==> src/rtl/io_defs_pkg.sv <==
// Shared constants and FSM state type for the I/O output queue.
package io_defs_pkg;

    localparam logic [1:0] IO_SEL      = 2'b11;
    localparam logic [2:0] IO_OFF_OUT  = 3'd0;
    localparam logic [2:0] IO_OFF_STOP = 3'd4;
    localparam logic [7:0] IO_END_BYTE = 8'h00;

    typedef enum logic [1:0] {
        RUN,
        DRAIN,
        END,
        HALTED
    } io_state_e;

endpackage

==> src/rtl/sync_fifo.sv <==
// Synchronous FIFO with synchronous active-high reset; push when full and pop when
// empty are ignored. rdata_o shows the head entry combinationally.
module sync_fifo #(
    parameter int unsigned DEPTH = 8,
    parameter int unsigned WIDTH = 8,
    parameter int unsigned CW    = $clog2(DEPTH) + 1
) (
    input  logic             clk_i,
    input  logic             rst_i,
    input  logic             push_i,
    input  logic             pop_i,
    input  logic [WIDTH-1:0] wdata_i,
    output logic [WIDTH-1:0] rdata_o,
    output logic             full_o,
    output logic             empty_o,
    output logic [CW-1:0]    count_o
);

    localparam int unsigned PW = $clog2(DEPTH);

    logic [WIDTH-1:0] mem_q [DEPTH];
    logic [PW-1:0]    wr_ptr_q, rd_ptr_q;
    logic [CW-1:0]    count_q;
    logic             do_push, do_pop;

    assign full_o  = (count_q == CW'(DEPTH));
    assign empty_o = (count_q == '0);
    assign count_o = count_q;
    assign rdata_o = mem_q[rd_ptr_q];

    assign do_push = push_i && !full_o;
    assign do_pop  = pop_i && !empty_o;

    // Pointers are exactly log2(DEPTH) bits, so wrap is free for a power-of-two depth.
    always_ff @(posedge clk_i) begin
        if (rst_i) begin
            wr_ptr_q <= '0;
            rd_ptr_q <= '0;
            count_q  <= '0;
        end else begin
            if (do_push) wr_ptr_q <= wr_ptr_q + 1'b1;
            if (do_pop)  rd_ptr_q <= rd_ptr_q + 1'b1;
            count_q <= count_q + CW'(do_push) - CW'(do_pop);
        end
    end

    always_ff @(posedge clk_i) begin
        if (do_push) mem_q[wr_ptr_q] <= wdata_i;
    end

endmodule

==> src/rtl/io_out_queue.sv <==
// CPU-to-UART byte output queue with program-stop sequencing.
// Define IO_OUT_BYPASS_EN to send bytes straight to the TX register when the queue is empty.
module io_out_queue
    import io_defs_pkg::*;
#(
    parameter int unsigned DEPTH = 8,
    parameter int unsigned CW    = $clog2(DEPTH) + 1
) (
    input  logic          clk_in,
    input  logic          rst_in,
    input  logic          rdy_in,
    input  logic [31:0]   cpu_a,
    input  logic [7:0]    cpu_dout,
    input  logic          cpu_wr,
    input  logic          io_buffer_full,
    output logic [7:0]    tx_data,
    output logic          tx_en,
    output logic          queue_full,
    output logic [CW-1:0] queue_count,
    output logic          overflow,
    output logic          halted
);

    io_state_e  state_q, state_d;
    logic [7:0] tx_data_q, fifo_head;
    logic       tx_en_q, overflow_q;
    logic       io_sel, port_out, port_stop, wr_ok, out_wr, stop_wr;
    logic       enq, deq, push, bypass, emit_end, fifo_empty;
    logic       unused_a_bits;

    assign unused_a_bits = ^{cpu_a[31:18], cpu_a[15:3]};

    assign io_sel    = (cpu_a[17:16] == IO_SEL);
    assign port_out  = io_sel && (cpu_a[2:0] == IO_OFF_OUT);
    assign port_stop = io_sel && (cpu_a[2:0] == IO_OFF_STOP);
    assign wr_ok     = rdy_in && cpu_wr;

    // Zero bytes are reserved as the stream terminator, so CPU writes of 0x00 are dropped.
    assign out_wr  = wr_ok && port_out && (cpu_dout != IO_END_BYTE) && (state_q == RUN);
    assign stop_wr = wr_ok && port_stop && (state_q == RUN);
    assign enq     = out_wr && !queue_full;
    assign deq     = !fifo_empty && !io_buffer_full;

`ifdef IO_OUT_BYPASS_EN
    assign bypass = enq && fifo_empty && !io_buffer_full;
`else
    assign bypass = 1'b0;
`endif
    assign push     = enq && !bypass;
    assign emit_end = (state_q == END) && !io_buffer_full;

    sync_fifo #(
        .DEPTH (DEPTH),
        .WIDTH (8),
        .CW    (CW)
    ) u_fifo (
        .clk_i   (clk_in),
        .rst_i   (rst_in),
        .push_i  (push),
        .pop_i   (deq),
        .wdata_i (cpu_dout),
        .rdata_o (fifo_head),
        .full_o  (queue_full),
        .empty_o (fifo_empty),
        .count_o (queue_count)
    );

    always_comb begin
        state_d = state_q;
        unique case (state_q)
            RUN:     if (stop_wr) state_d = DRAIN;
            DRAIN:   if (fifo_empty) state_d = END;
            END:     if (!io_buffer_full) state_d = HALTED;
            HALTED:  state_d = HALTED;
            default: state_d = RUN;
        endcase
    end

    // deq, bypass and emit_end are mutually exclusive: the latter two need an empty queue.
    always_ff @(posedge clk_in) begin
        if (rst_in) begin
            state_q    <= RUN;
            tx_en_q    <= 1'b0;
            tx_data_q  <= 8'h00;
            overflow_q <= 1'b0;
        end else begin
            state_q <= state_d;
            tx_en_q <= deq || bypass || emit_end;
            if (deq)           tx_data_q <= fifo_head;
            else if (bypass)   tx_data_q <= cpu_dout;
            else if (emit_end) tx_data_q <= IO_END_BYTE;
            if (out_wr && queue_full) overflow_q <= 1'b1;
        end
    end

    assign tx_en    = tx_en_q;
    assign tx_data  = tx_data_q;
    assign overflow = overflow_q;
    assign halted   = (state_q == HALTED);

endmodule

==> config.mk <==
export PLATFORM = sky130hd
export DESIGN_NAME = io_out_queue
export DESIGN_NICKNAME = d
export VERILOG_FILES = /design/src/rtl/io_defs_pkg.sv /design/src/rtl/sync_fifo.sv /design/src/rtl/io_out_queue.sv
export SDC_FILE = /design/constraint.sdc
export NUM_CORES = 1
export LEC_CHECK = 0
export CAP_MARGIN = 20
export CORE_MARGIN = 5
export CORE_UTILIZATION = 49
export CTS_BUF_LIST = sky130_fd_sc_hd__clkbuf_8
export CTS_CLUSTER_DIAMETER = 60
export CTS_CLUSTER_SIZE = 12
export DETAILED_ROUTE_END_ITERATION = 7
export PLACE_DENSITY_LB_ADDON = 0.1
export SYNTH_ARGS = -nofsm -noshare
export SYNTH_HDL_FRONTEND = slang
export SYNTH_SLANG_ARGS = --single-unit
==> constraint.sdc <==
create_clock -name clk_in -period 2.1 [get_ports clk_in]
set_input_delay 0.21 -clock clk_in [delete_from_list [all_inputs] [get_ports clk_in]]
set_output_delay 0.21 -clock clk_in [all_outputs]
set_load 0.02 [all_outputs]
## Word-level counts from Yosys, hierarchy flattened

Memory sizes are Yosys's and may differ from the RTL's. A register that Yosys moved wholly into a read port is not among the register bits.
Cells that the tools add are included.

- $add $sub $neg: 4
- Equal/unequal tests: 9
- Multiplexer cells: 10
- Reduce and logical (&&, ||, !) cells: 24

Operators with widths:

| operator | count |
|---|---|
| $mux 8 | 2 |
| $logic_and 1x1->1 | 14 |
| $pmux 2 s4 | 1 |
| $reduce_bool 8->1 | 1 |
| $add 3x1->3 const B | 2 |
| $eq 2x2->1 const B | 3 |
| $mux 2 | 3 |
| $mux 3 | 2 |
| $add 4x1->4 | 1 |
| $eq 4x4->1 const B | 1 |
| $logic_not 4->1 | 1 |
| $ne 2x2->1 const B | 2 |
| $sub 4x1->4 | 1 |
| $eq 3x3->1 const B | 1 |
| $logic_not 1->1 | 3 |
| $logic_not 3->1 | 1 |
| $reduce_and 3->1 | 1 |
| $eq 2x1->1 const B | 1 |
| $logic_not 2->1 | 1 |
| $mux 1 | 2 |
| $ne 2x1->1 const B | 1 |
| $reduce_bool 2->1 | 1 |
| $logic_or 1x1->1 | 1 |

- Bits in registers: 22
- Bits in writable memories: 64
- Input bits: 45
- Output and inout bits: 16
- Memories kept: 1

Memories:

| memory | depth | bits a word | read ports | clocked after Yosys merged registers in | wr ports | RTL line | text |
|---|---|---|---|---|---|---|---|
| u_fifo.mem_q | 8 | 8 | 1 | 1 | 1 | sync_fifo.sv:21 | `logic [WIDTH-1:0] mem_q [DEPTH];` |

## Logic depth before layout (Yosys ltp)

Gate-level depths: netlist (run 1).

- Depth after elaboration: 9
- Gate-level depth with buffers: 11
- Gate-level depth less buffers: 11

## Hierarchy

A second synthesis (run 1) with hierarchy kept.

- Cells, all modules: 225
- Area, all modules: 3642.2 µm²

Modules (own cells, without submodules):

| module | times used | cells an instance | area an instance (µm²) | seq. area each (µm²) |
|---|---|---|---|---|
| sync_fifo | 1 | 174 | 3180.6 | 2182.1 |
| io_out_queue | 1 | 51 | 461.7 | 240.2 |

## Worst setup path before layout (run 1)

Ideal clock, no wire load.

- Path kind: reg-to-reg
- Start: reg u_fifo.count_q[2] (netlist: u_fifo.count_o[2])
- End: reg u_fifo.count_q[2] (netlist: u_fifo.count_o[2])
- Library setup time: 128 ps
- Arrival: 2111 ps
- Data required time: 1972 ps
- Path slack: -139 ps
- Stages on the path, launching flop included: 12
- Buffers on the path: 0
- Period minus slack after synthesis: 2239 ps
- Cell sequence: dfxtp_1 inv_1 ha_1 nor3b_2 nor2_1 ha_1 inv_1 ha_1 inv_1 fa_1 xor2_1 nor2_1

RTL lines:

| element | RTL line | text |
|---|---|---|
| start, declared | sync_fifo.sv:23 | `logic [CW-1:0] count_q;` |
| start signal, assigned | sync_fifo.sv:43 | `count_q <= count_q + CW'(do_push) - CW'(do_pop);` |
| $logic_not 4->1 * | sync_fifo.sv:27 | `assign empty_o = (count_q == '0);` |
| $logic_not 1->1 * | sync_fifo.sv:32, io_out_queue.sv:42 |  |
| $logic_and 1x1->1 | io_out_queue.sv:42 | `assign deq = !fifo_empty && !io_buffer_full;` |
| $logic_and 1x1->1 * | sync_fifo.sv:32 | `assign do_pop = pop_i && !empty_o;` |
| named net u_fifo.do_pop | sync_fifo.sv:24 | `logic do_push, do_pop;` |
| $sub 4x1->4 * | sync_fifo.sv:43 |  |

The timed path passes the listed nets; every way through them passes the cells marked *.
A chain may end at the register's enable or synchronous reset.

## Final worst setup path (run 1)

- Start: reg u_fifo.count_q[2] (netlist: u_fifo.count_o[2])
- End: reg u_fifo.count_q[1] (netlist: u_fifo.count_o[1])

- Cells in the longest elaborated chain, start to end: 6

RTL lines:

| element | RTL line | text |
|---|---|---|
| $eq 4x4->1 * | sync_fifo.sv:26 | `assign full_o = (count_q == CW'(DEPTH));` |
| $logic_not 1->1 * | sync_fifo.sv:31, io_out_queue.sv:41 |  |
| $logic_and 1x1->1 | io_out_queue.sv:41 | `assign enq = out_wr && !queue_full;` |
| $logic_and 1x1->1 * | sync_fifo.sv:31 | `assign do_push = push_i && !full_o;` |
| named net u_fifo.do_push | sync_fifo.sv:24 |  |
| $add 4x1->4 * | sync_fifo.sv:43 |  |
| $sub 4x1->4 * | sync_fifo.sv:43 |  |

Marked as above.

==> results of run 1 <==
[synth_stat cells, drive strengths merged (4+ instances only)]
master and n:
a21oi 8, ha 8, dfxtp 25, buf 5
a22oi 16, nor3 4, clkbuf 4, inv 10
nor2 18, nor2b 4, a32o 8, mux2i 32
and2 4, edfxtp 64
[worst reg2reg max path, delay by kind of cell, from the launching register on]
| family | cells | cell delay (ns) |
|---|---|---|
| adder cells (fa/ha/maj) | 3 | 0.71 |
| buffers and inverters | 3 | 0.24 |
| flip-flops | 1 | 0.33 |
| AND/OR/NAND/NOR | 4 | 0.78 |
[cells in the final DEF, fill, tap and decap left out, types with 3 or more instances in the layout]
| cell type | synthesis | routed |
|---|---|---|
| a21oi_1 | 8 | 7 |
| a22oi_1 | 16 | 16 |
| a32o_1 | 8 | 8 |
| buf_12 | 0 | 5 |
| buf_4 | 1 | 32 |
| clkbuf_8 | 0 | 9 |
| clkdlybuf4s50_1 | 0 | 30 |
| dfxtp_1 | 25 | 22 |
| dfxtp_2 | 0 | 3 |
| edfxtp_1 | 64 | 64 |
| ha_1 | 8 | 4 |
| ha_4 | 0 | 4 |
| inv_1 | 10 | 9 |
| inv_2 | 0 | 3 |
| mux2i_1 | 32 | 32 |
| nand2_1 | 3 | 3 |
| nand3_1 | 3 | 3 |
| nor2_1 | 18 | 12 |
| nor2_2 | 0 | 6 |
| nor2b_1 | 4 | 4 |
| o31ai_1 | 3 | 3 |
| xnor2_1 | 3 | 3 |
[what timing repair did]
action / in CTS / in global routing
setup endpoints to repair: 52 / 47
pin swaps: 10 / 12
setup buffers: 3 / 4
gates resized for setup: 17 / 12
hold buffers: 0 / 0
[per-stage QoR]
stage	hold slack (ns)	setup TNS (ns)	area (sq um)	setup WS [ns]	total power [mW]
3_5_place_dp	0.446	-27.31	4270	-0.559	3.64
4_1_cts	0.368	-0.196	4530	-0.105	4.83
2_1_floorplan	0.309	-0.119	3570	-0.0150	3.03
6_report	0.379	-0.0141	4620	-0.0109	4.88
3_3_place_gp	0.443	-25.15	4270	-0.525	3.61
5_1_grt	0.375	-0.426	4620	-0.0948	5.14
[worst min-delay path by stage]
| stage | from | end | slack [ns] | cells after the start |
|---|---|---|---|---|
| 2_1_floorplan | cpu_dout[0] | u_fifo.mem_q[0][0]$_DFFE_PP_ | 0.31 | 0 |
| 3_3_place_gp | overflow$_SDFFE_PP0P_ | overflow$_SDFFE_PP0P_ | 0.44 | 2 |
| 3_5_place_dp | overflow$_SDFFE_PP0P_ | overflow$_SDFFE_PP0P_ | 0.45 | 2 |
| 4_1_cts | cpu_dout[2] | u_fifo.mem_q[3][2]$_DFFE_PP_ | 0.37 | 1 |
| 5_1_grt | cpu_dout[2] | u_fifo.mem_q[7][2]$_DFFE_PP_ | 0.38 | 1 |
| 6_report | cpu_dout[2] | u_fifo.mem_q[7][2]$_DFFE_PP_ | 0.38 | 1 |
[where the power goes]
group          total, mW  switching, mW  internal [mW]
combinational       1.67          0.814          0.858
clock               1.11          0.574          0.540
sequential          2.09         0.0856           2.00
[routing by layer]
metal  vias up  global-route usage (%)
met5         -                       0
met1      1069                    26.4
li1       1073                       -
met2        48                    27.9
met4         0                    6.49
met3        10                    3.87
[registers in the layout, indices dropped and copies added (netlist names), named ones only]
name,count
state_q,2
overflow,1
u_fifo.mem_q,64
u_fifo.rd_ptr_q,3
u_fifo.wr_ptr_q,3
tx_en,1
tx_data,8
u_fifo.count_o,4
[kinds of logic after synthesis]
kind of cell	synth area share (%)
buffers and inverters	2.22
adder cells (fa/ha/maj)	3.38
AND/OR/NAND/NOR	7.50
flip-flops	68.2
multiplexers	9.01
XOR/XNOR	0.986
AO/OA/AOI/OAI	8.73
[final cells by class]
| type | count | area (sq um) |
|---|---|---|
| Clock inverter | 7 | 62.6 |
| Clock buffer | 9 | 124 |
| Multi-Input combinational cell | 135 | 1160 |
| Inverter | 10 | 37.5 |
| Sequential cell | 89 | 2430 |
| Timing Repair Buffer | 72 | 686 |
| Tap cell | 99 | 124 |
| Fill cell | 544 | 2520 |
==> metrics.csv, run 1 <==
metric,value,unit
status,finished with violations,
failing checks,negative setup slack,
DR WL met3,330,microns
# nets final,371,
gpl congestion,0.744,
clk sinks,89,
first drt pass iteration count,4,
top sig layer,met4,
Worst setup startpoint,u_fifo.count_o[2]$_SDFF_PP0_,
final setup fails,2,
RSZ-0062 raised after global routing,true,
Synth Cell Area,0.00355,sq mm
Main synth FF type,edfxtp_1,
io pins,61,
Peak VDD IR,0.000670,V
required time of the critical path,2.39,ns
largest net degree at the start of global routing,33,
Worst Hold Class,in2reg,
Synth area leaders,"edfxtp_1 54%, dfxtp_1 14%, mux2i_1 9.0%",
Die H,95.2,microns
clock skew,0.00398,ns
total wire length after detailed routing,7.68,mm
Initial Util,49.8,%
Cells after Synth,243,
MaxCap Viol Count,0,
Setup CP Type,reg2reg,
vias in the first global route,2247,
Register-to-Register Path Depth,10,
metal2 WL,3.55,mm
Worst Path Buf+Inv,3,
Mean Syn Cell Area,14.6,sq um
die area,0.00905,sq mm
WL met1,3.71,mm
clock-pin slew of the registers on the worst-case setup and hold paths,0.08,ns
Peak Freq,474,MHz
TritonCTS clock tree,yes,
CTS buffer count,9,
Fin. Hold Viols,0,
Setup WS post-layout,-0.0109,ns
post-DR vias/cell,5.23,
CP endpoint,u_fifo.count_o[1]$_SDFF_PP0_,
antenna-violating nets left,0,
GRT overflow,0,
CP arrival,2.40,ns
leading area contributor after synthesis,edfxtp_1,
synth unique cells,39,
Port-buffer cells,33,
CP max stage delay,0.42,ns
r2r startpoint,u_fifo.count_o[2]$_SDFF_PP0_,
crit path capture type,register,
share of cells above drive strength 1,25.2,%
PwrDens,1060,mW/mm^2
buffer depth of the longest clock path,2,
DR iter-0 viols,88,
slowest CP cell,fa_2,
DRC,0,
clock root buffer,clkbuf_8,
DR WL/cell,18.2,microns
Worst slew margin,61.0,%
crit share post-route,101,%
post-synthesis sequential element count,89,
asr flop ratio synth,0,%
gr usage total,18.4,%
yosys warns,0,
ANT cells,0,
Syn Nets,297,
"non-filler cells, final",421,
cell family with most CP delay,simple AND/OR/NAND/NOR gates,
worst reg2reg endpoint,u_fifo.count_o[1]$_SDFF_PP0_,
worst slew pin tran,0.585,ns
global-route wire length before repair,12.0,mm
CORE AREA,0.00714,sq mm
minimum clock period,2.11,ns
initial antenna violation count,0,
num rows,31,
via count,2200,
worst reg-to-reg setup slack,-0.01,ns
die width,95.2,microns
DP Wirelength,4.94,mm
clock latency on the worst-skew pair,0.34,ns
Final Slew Violations,0,
Leak,1.59,nW
register area share after synthesis,68.2,%
placed insts,398,
Critical Path Start Type,register,
area share of the largest cell type after synthesis,54.1,%
CP cell instances,inv_2 > ha_4 > or3b_4 > and2_4 > buf_6 > and2_4 > ha_4 > inv_2 > fa_2 > nor2_1,
WP depth,10,
synthesis-to-layout area growth,30.0,%
"EDFF count, synth",64,
H-tree Lvls,3,
Crit Path Max Fanout,3,
post-layout util,64.7,%
Power figures use the tool's default switching activity.
==> run 2: changes to the inputs <==
- SETUP_SLACK_MARGIN: default -> 0.5
==> run 2 against run 1 <==
Effect of this change: the flow now finishes without violations; critical endpoint is now u_fifo.count_o[3]$_SDFF_PP0_; clock skew is 0.0032 ns higher; first-iteration DRC count rose by 30%; flip-flop and latch count unchanged; combinational power down 2%; cell count grew 1.4%; worst setup slack better by 0.11 ns; largest power group unchanged; sequential share of layout area fell by 2.0 points; sequential power hardly changed; global-route usage about the same; register-to-register slack better by 0.11 ns; critical path depth is the same; critical path type unchanged.
==> metrics.csv, run 2 (synthesis gave the netlist of run 1 again) <==
metric,value,unit,change
status,completed,,
Final Slew Violations,0,,unchanged
post-DR vias/cell,5.41,,+3.4%
synthesis-to-layout area growth,35.6,%,
via count,2308,,+4.9%
largest net degree at the start of global routing,33,,unchanged
Fin. Hold Viols,0,,unchanged
Register-to-Register Path Depth,10,,unchanged
global-route wire length before repair,12.2,mm,+1.9%
clk sinks,89,,unchanged
first drt pass iteration count,4,,unchanged
TritonCTS clock tree,yes,,
initial antenna violation count,0,,unchanged
Most Frequent Cell on Critical Path,and2_4,,
RSZ-0062 raised after global routing,true,,
ANT cells,0,,unchanged
Setup CP Type,reg2reg,,
CP cell instances,inv_4 > ha_1 > or3b_4 > and2_4 > and2_4 > ha_4 > a21o_1 > a21oi_2 > xnor2_1 > nor2_1,,
clock-pin slew of the registers on the worst-case setup and hold paths,0.08,ns,about the same
num rows,31,,unchanged
MaxCap Viol Count,0,,unchanged
gr usage total,18.4,%,about the same
Port-buffer cells,33,,unchanged
max reg flops,64,,unchanged
total wire length after detailed routing,7.88,mm,+2.5%
CORE AREA,0.00714,sq mm,unchanged
worst reg2reg endpoint,u_fifo.count_o[3]$_SDFF_PP0_,,
PwrDens,1020,mW/mm^2,-3.7%
Worst setup startpoint,u_fifo.count_o[2]$_SDFF_PP0_,,
CP arrival,2.24,ns,-0.16 ns
die area,0.00905,sq mm,unchanged
worst slew pin tran,0.489,ns,-0.0959 ns
required time of the critical path,2.34,ns,-0.05 ns
placed insts,397,,-0.25%
WL met1,3.41,mm,-8.2%
metal2 WL,3.91,mm,+10%
vias in the first global route,2319,,+3.2%
Initial Util,49.8,%,unchanged
io pins,61,,unchanged
share of cells above drive strength 1,29.6,%,+4.4 points
clock latency on the worst-skew pair,0.34,ns,about the same
GRT overflow,0,,unchanged
Design Power,4.90,mW,+0.52%
most frequent cells in the layout,"64 x edfxtp_1, 32 x mux2i_1, 27 x buf_4",,
# nets final,377,,+1.6%
r2r startpoint,u_fifo.count_o[2]$_SDFF_PP0_,,
Peak VDD IR,0.000599,V,-10%
"non-filler cells, final",427,,+1.4%
area of the multi-input gates,0.00123,sq mm,+6.4%
"most common cell after layout, fill and taps aside",edfxtp_1,,
clock skew,0.00721,ns,+0.00323 ns
Worst Hold Class,in2reg,,
DR WL met3,477,microns,+45%
DR iter-0 viols,114,,+30%
crit share post-route,95.2,%,-5.4 points
number of fillers in the final layout,537,,-1.3%
gpl congestion,0.813,,+9.3%
crit path capture type,register,,
Seq. cell area,0.00243,sq mm,+0.31%
die width,95.2,microns,unchanged
CP endpoint,u_fifo.count_o[3]$_SDFF_PP0_,,
DR WL/cell,18.4,microns,+1.1%
H-tree Lvls,3,,unchanged
antenna-violating nets left,0,,unchanged
CP max stage delay,0.37,ns,-0.05 ns
hold_ws,0.243,ns,-0.136 ns
Leak,1.70,nW,+6.9%
final setup fails,0,,-2
slowest CP cell,or3b_4,,
minimum clock period,2.00,ns,-0.113 ns
top sig layer,met4,,
Critical Path Start Type,register,,
CTS buffer count,9,,unchanged
buffer depth of the longest clock path,2,,unchanged
worst reg-to-reg setup slack,0.10,ns,+0.11 ns
Worst slew margin,67.4,%,+6.4 points
DRC,0,,unchanged
Peak Freq,500,MHz,+5.6%
Crit Path Max Fanout,3,,unchanged
DP Wirelength,5.17,mm,+4.8%
clock root buffer,clkbuf_8,,
Die H,95.2,microns,unchanged
"Most flops, register",u_fifo.mem_q,,
[run 2: cell type report]
class	instances	area share [%]
sequential	89	50.5
multi-input combinational	135	25.6
timing repair buffer	78	16.4
clock buffer	10	2.86
tap	99	2.57
clock inverter	6	1.19
inverter	10	0.935
[run 2: worst max-delay path: cells and delay by family, from the launching register on]
| family | cells | cell delay [ns] |
|---|---|---|
| adders and majority gates | 2 | 0.29 |
| xor gates and xnor gates | 1 | 0.12 |
| buffers and inverters | 1 | 0.06 |
| DFF | 1 | 0.36 |
| AOI/OAI and AO/OA | 2 | 0.32 |
| and+or+nand+nor | 4 | 0.74 |
[run 2: worst min path at each step]
stage          slack (ns)             startpoint  cells past startpoint                            to
6_report             0.24            cpu_dout[0]                      1  u_fifo.mem_q[4][0]$_DFFE_PP_
5_1_grt              0.23            cpu_dout[0]                      1  u_fifo.mem_q[4][0]$_DFFE_PP_
4_1_cts              0.41            cpu_dout[5]                      2  u_fifo.mem_q[6][5]$_DFFE_PP_
3_5_place_dp         0.44  overflow$_SDFFE_PP0P_                      2         overflow$_SDFFE_PP0P_
3_3_place_gp         0.44  overflow$_SDFFE_PP0P_                      2         overflow$_SDFFE_PP0P_
2_1_floorplan        0.31            cpu_dout[0]                      0  u_fifo.mem_q[0][0]$_DFFE_PP_
[run 2: repair_timing]
action,CTS,global route
pin swaps,9,5
resized for setup,26,19
hold buffers,0,0
setup buffers,9,5
setup endpoints to repair,83,79
[run 2: metal layers]
| metal | vias to the layer above | track usage, % |
|---|---|---|
| li1 | 1089 | - |
| met1 | 1144 | 26.0 |
| met2 | 64 | 28.8 |
| met3 | 11 | 3.00 |
| met4 | 0 | 6.73 |
| met5 | - | 0 |
[run 2: metrics by stage]
stage / utilization [%] / cell area [sq um] / TNS (ns) / setup slack [ns]
6_report: 67.5 / 4820 / 0 / 0.102
3_3_place_gp: 61.3 / 4380 / -14.99 / -0.336
2_1_floorplan: - / 3690 / 0 / 0.0743
4_1_cts: 66.4 / 4740 / 0 / 0.0952
5_1_grt: 67.5 / 4820 / 0 / 0.0422
3_5_place_dp: 61.4 / 4390 / -16.93 / -0.369
[run 2: power by group]
| part | switching (mW) | leakage, nW | internal, mW |
|---|---|---|---|
| Sequential | 0.103 | 0.782 | 2.01 |
| Combinational | 0.800 | 0.808 | 0.830 |
| Clock | 0.579 | 0.110 | 0.578 |
==> run 3: changes to the inputs <==
- CORE_UTILIZATION: 49 -> 54
- clock period: 2.1 -> 2 ns (I/O delays scaled with it)
==> run 3 against run 2 <==
Effect of this change: the flow now finishes with violations (negative setup slack); non-clock buffer count rose by 9; global-route usage rose by 1.5 points; combinational power rose by 10%; worst hold slack improved by 0.055 ns; clock skew rose by 0.00074 ns; worst setup slack got worse by 0.15 ns; total power rose by 10%; utilization rose by 9.6 points; count of clock-buffer cells in the layout fell by 1; critical path depth did not move; critical path type unchanged; critical endpoint is now u_fifo.count_o[1]$_SDFF_PP0_; largest cell class unchanged.
==> metrics.csv, run 3 (synthesis gave the netlist of run 1 again) <==
metric,value,unit,change
share of cells above drive strength 1,34.1,%,+4.6 points
DP Wirelength,5.15,mm,-0.44%
first drt pass iteration count,4,,unchanged
CTS buffer count,9,,unchanged
clock-pin slew of the registers on the worst-case setup and hold paths,0.09,ns,about the same
max reg flops,64,,unchanged
hold_ws,0.298,ns,+0.0547 ns
"most common cell after layout, fill and taps aside",edfxtp_1,,
minimum clock period,2.05,ns,+0.0495 ns
TritonCTS clock tree,yes,,
final setup TNS,-0.387,ns,-0.387 ns
most frequent cells in the layout,"64 x edfxtp_1, 32 x mux2i_1, 32 x buf_4",,
H-tree Lvls,3,,unchanged
die width,91.1,microns,-4.2%
GRT overflow,0,,unchanged
crit path capture type,register,,
PwrDens,1100,mW/mm^2,+7.9%
CP arrival,2.34,ns,+0.10 ns
Crit Path Max Fanout,3,,unchanged
buffer depth of the longest clock path,2,,unchanged
"non-filler cells, final",414,,-3.0%
RSZ-0062 raised after global routing,true,,
clock latency on the worst-skew pair,0.35,ns,about the same
CORE AREA,0.00639,sq mm,-11%
fin area,0.00493,sq mm,+2.3%
"Most flops, register",u_fifo.mem_q,,
Design Power,5.41,mW,+10%
Worst setup startpoint,u_fifo.count_o[2]$_SDFF_PP0_,,
Fin. Hold Viols,0,,unchanged
global-route wire length before repair,12.6,mm,+2.9%
io pins,61,,unchanged
synthesis-to-layout area growth,38.7,%,
Post-DP Area,0.00442,sq mm,+0.74%
clock root buffer,clkbuf_8,,
Peak VDD IR,0.00122,V,+100%
post-DR vias/cell,5.63,,+4.2%
Die H,91.1,microns,-4.2%
vias in the first global route,2335,,+0.69%
largest net degree at the start of global routing,26,,-21%
failing checks,negative setup slack,,
final setup fails,18,,+18
total wire length after detailed routing,8.15,mm,+3.5%
Initial Util,55.6,%,+5.9 points
DR WL/cell,19.7,microns,+6.7%
placed insts,383,,-3.5%
Leak,1.77,nW,+4.2%
MaxCap Viol Count,0,,unchanged
Peak Freq,488,MHz,-2.4%
r2r startpoint,u_fifo.count_o[2]$_SDFF_PP0_,,
die area,0.00830,sq mm,-8.3%
post-layout util,77.2,%,+9.6 points
Critical Path Start Type,register,,
gpl congestion,0.754,,-7.2%
gr usage total,19.9,%,+1.5 points
antenna-violating nets left,0,,unchanged
via count,2331,,+1.0%
worst slew pin tran,0.535,ns,+0.0465 ns
ANT cells,0,,unchanged
Port-buffer cells,33,,unchanged
DRC,0,,unchanged
num rows,29,,-6.5%
start point of the worst min-delay path,cpu_dout[4],,
DR iter-0 viols,205,,+80%
initial antenna violation count,0,,unchanged
Place WS,-0.454,ns,-0.0853 ns
Worst Hold Class,in2reg,,
status,finished with violations,,
Final Slew Violations,0,,unchanged
Setup CP Type,reg2reg,,
# nets final,386,,+2.4%
Worst slew margin,64.0,%,-3.4 points
Setup WS post-layout,-0.0479,ns,-0.150 ns
clock skew,0.00795,ns,+0.000744 ns
required time of the critical path,2.29,ns,-0.05 ns
crit share post-route,102,%,+7.2 points
clk sinks,89,,unchanged
==> run 3: cell count changes in the layout (fill, tap and decap cells not counted), moves of 3 or more <==
cell             previous run  this run
a21oi_1                     7         3
a21oi_2                     1         4
buf_4                      27        32
buf_6                      14        18
clkdlybuf4s50_1            23        16
dlygate4sd2_1               4        14
dlymetal6s2s_1              5         1
==> run 3: final cells by class <==
class,count,area (sq um)
sequential,89,2440
tap,77,96.3
clock inverter,7,103
inverter,10,42.5
timing repair buffer,87,850
multi-input combinational,135,1280
clock buffer,9,124
fill,384,1460
==> run 3: worst paths after layout <==
kind / to / slack (ns) / cells after the start
setup / recovery: u_fifo.count_o[1]$_SDFF_PP0_ / -0.05 / 10
setup reg to reg: u_fifo.count_o[1]$_SDFF_PP0_ / -0.05 / 10
hold / removal: u_fifo.mem_q[1][4]$_DFFE_PP_ / 0.30 / 1
hold reg to reg: overflow$_SDFFE_PP0P_ / 0.45 / 2
==> run 3: power by group <==
| part | leakage [nW] | internal, mW | switching, mW |
|---|---|---|---|
| clock network | 0.116 | 0.719 | 0.660 |
| registers | 0.782 | 2.11 | 0.120 |
| logic | 0.873 | 0.927 | 0.872 |
==> run 3: routing by layer <==
metal | global-route usage [%] | wire [microns] | part of all wire [%] | vias to the layer above
met5 | 0 | 0 | 0 | -
met4 | 7.09 | 108 | 1.3 | 0
met3 | 4.21 | 348 | 4.3 | 11
met2 | 31.8 | 4070 | 50 | 56
met1 | 27.1 | 3620 | 44 | 1161
li1 | - | - | - | 1103
==> run 3: what timing repair did <==
item | in CTS | in global routing
resized for setup | 52 | 15
buffers inserted | 12 | 3
setup endpoints to repair | 94 | 84
pin swaps | 15 | 11
hold buffers | 0 | 0
==> run 3: critical path: stages, from the launching register on <==
cell	delay [ns]
dfxtp_4	0.36
inv_4	0.06
ha_4	0.11
or3b_4	0.37
and2_4	0.16
buf_6	0.11
and2_4	0.15
ha_4	0.16
inv_2	0.04
fa_1	0.39
nor2_1	0.08
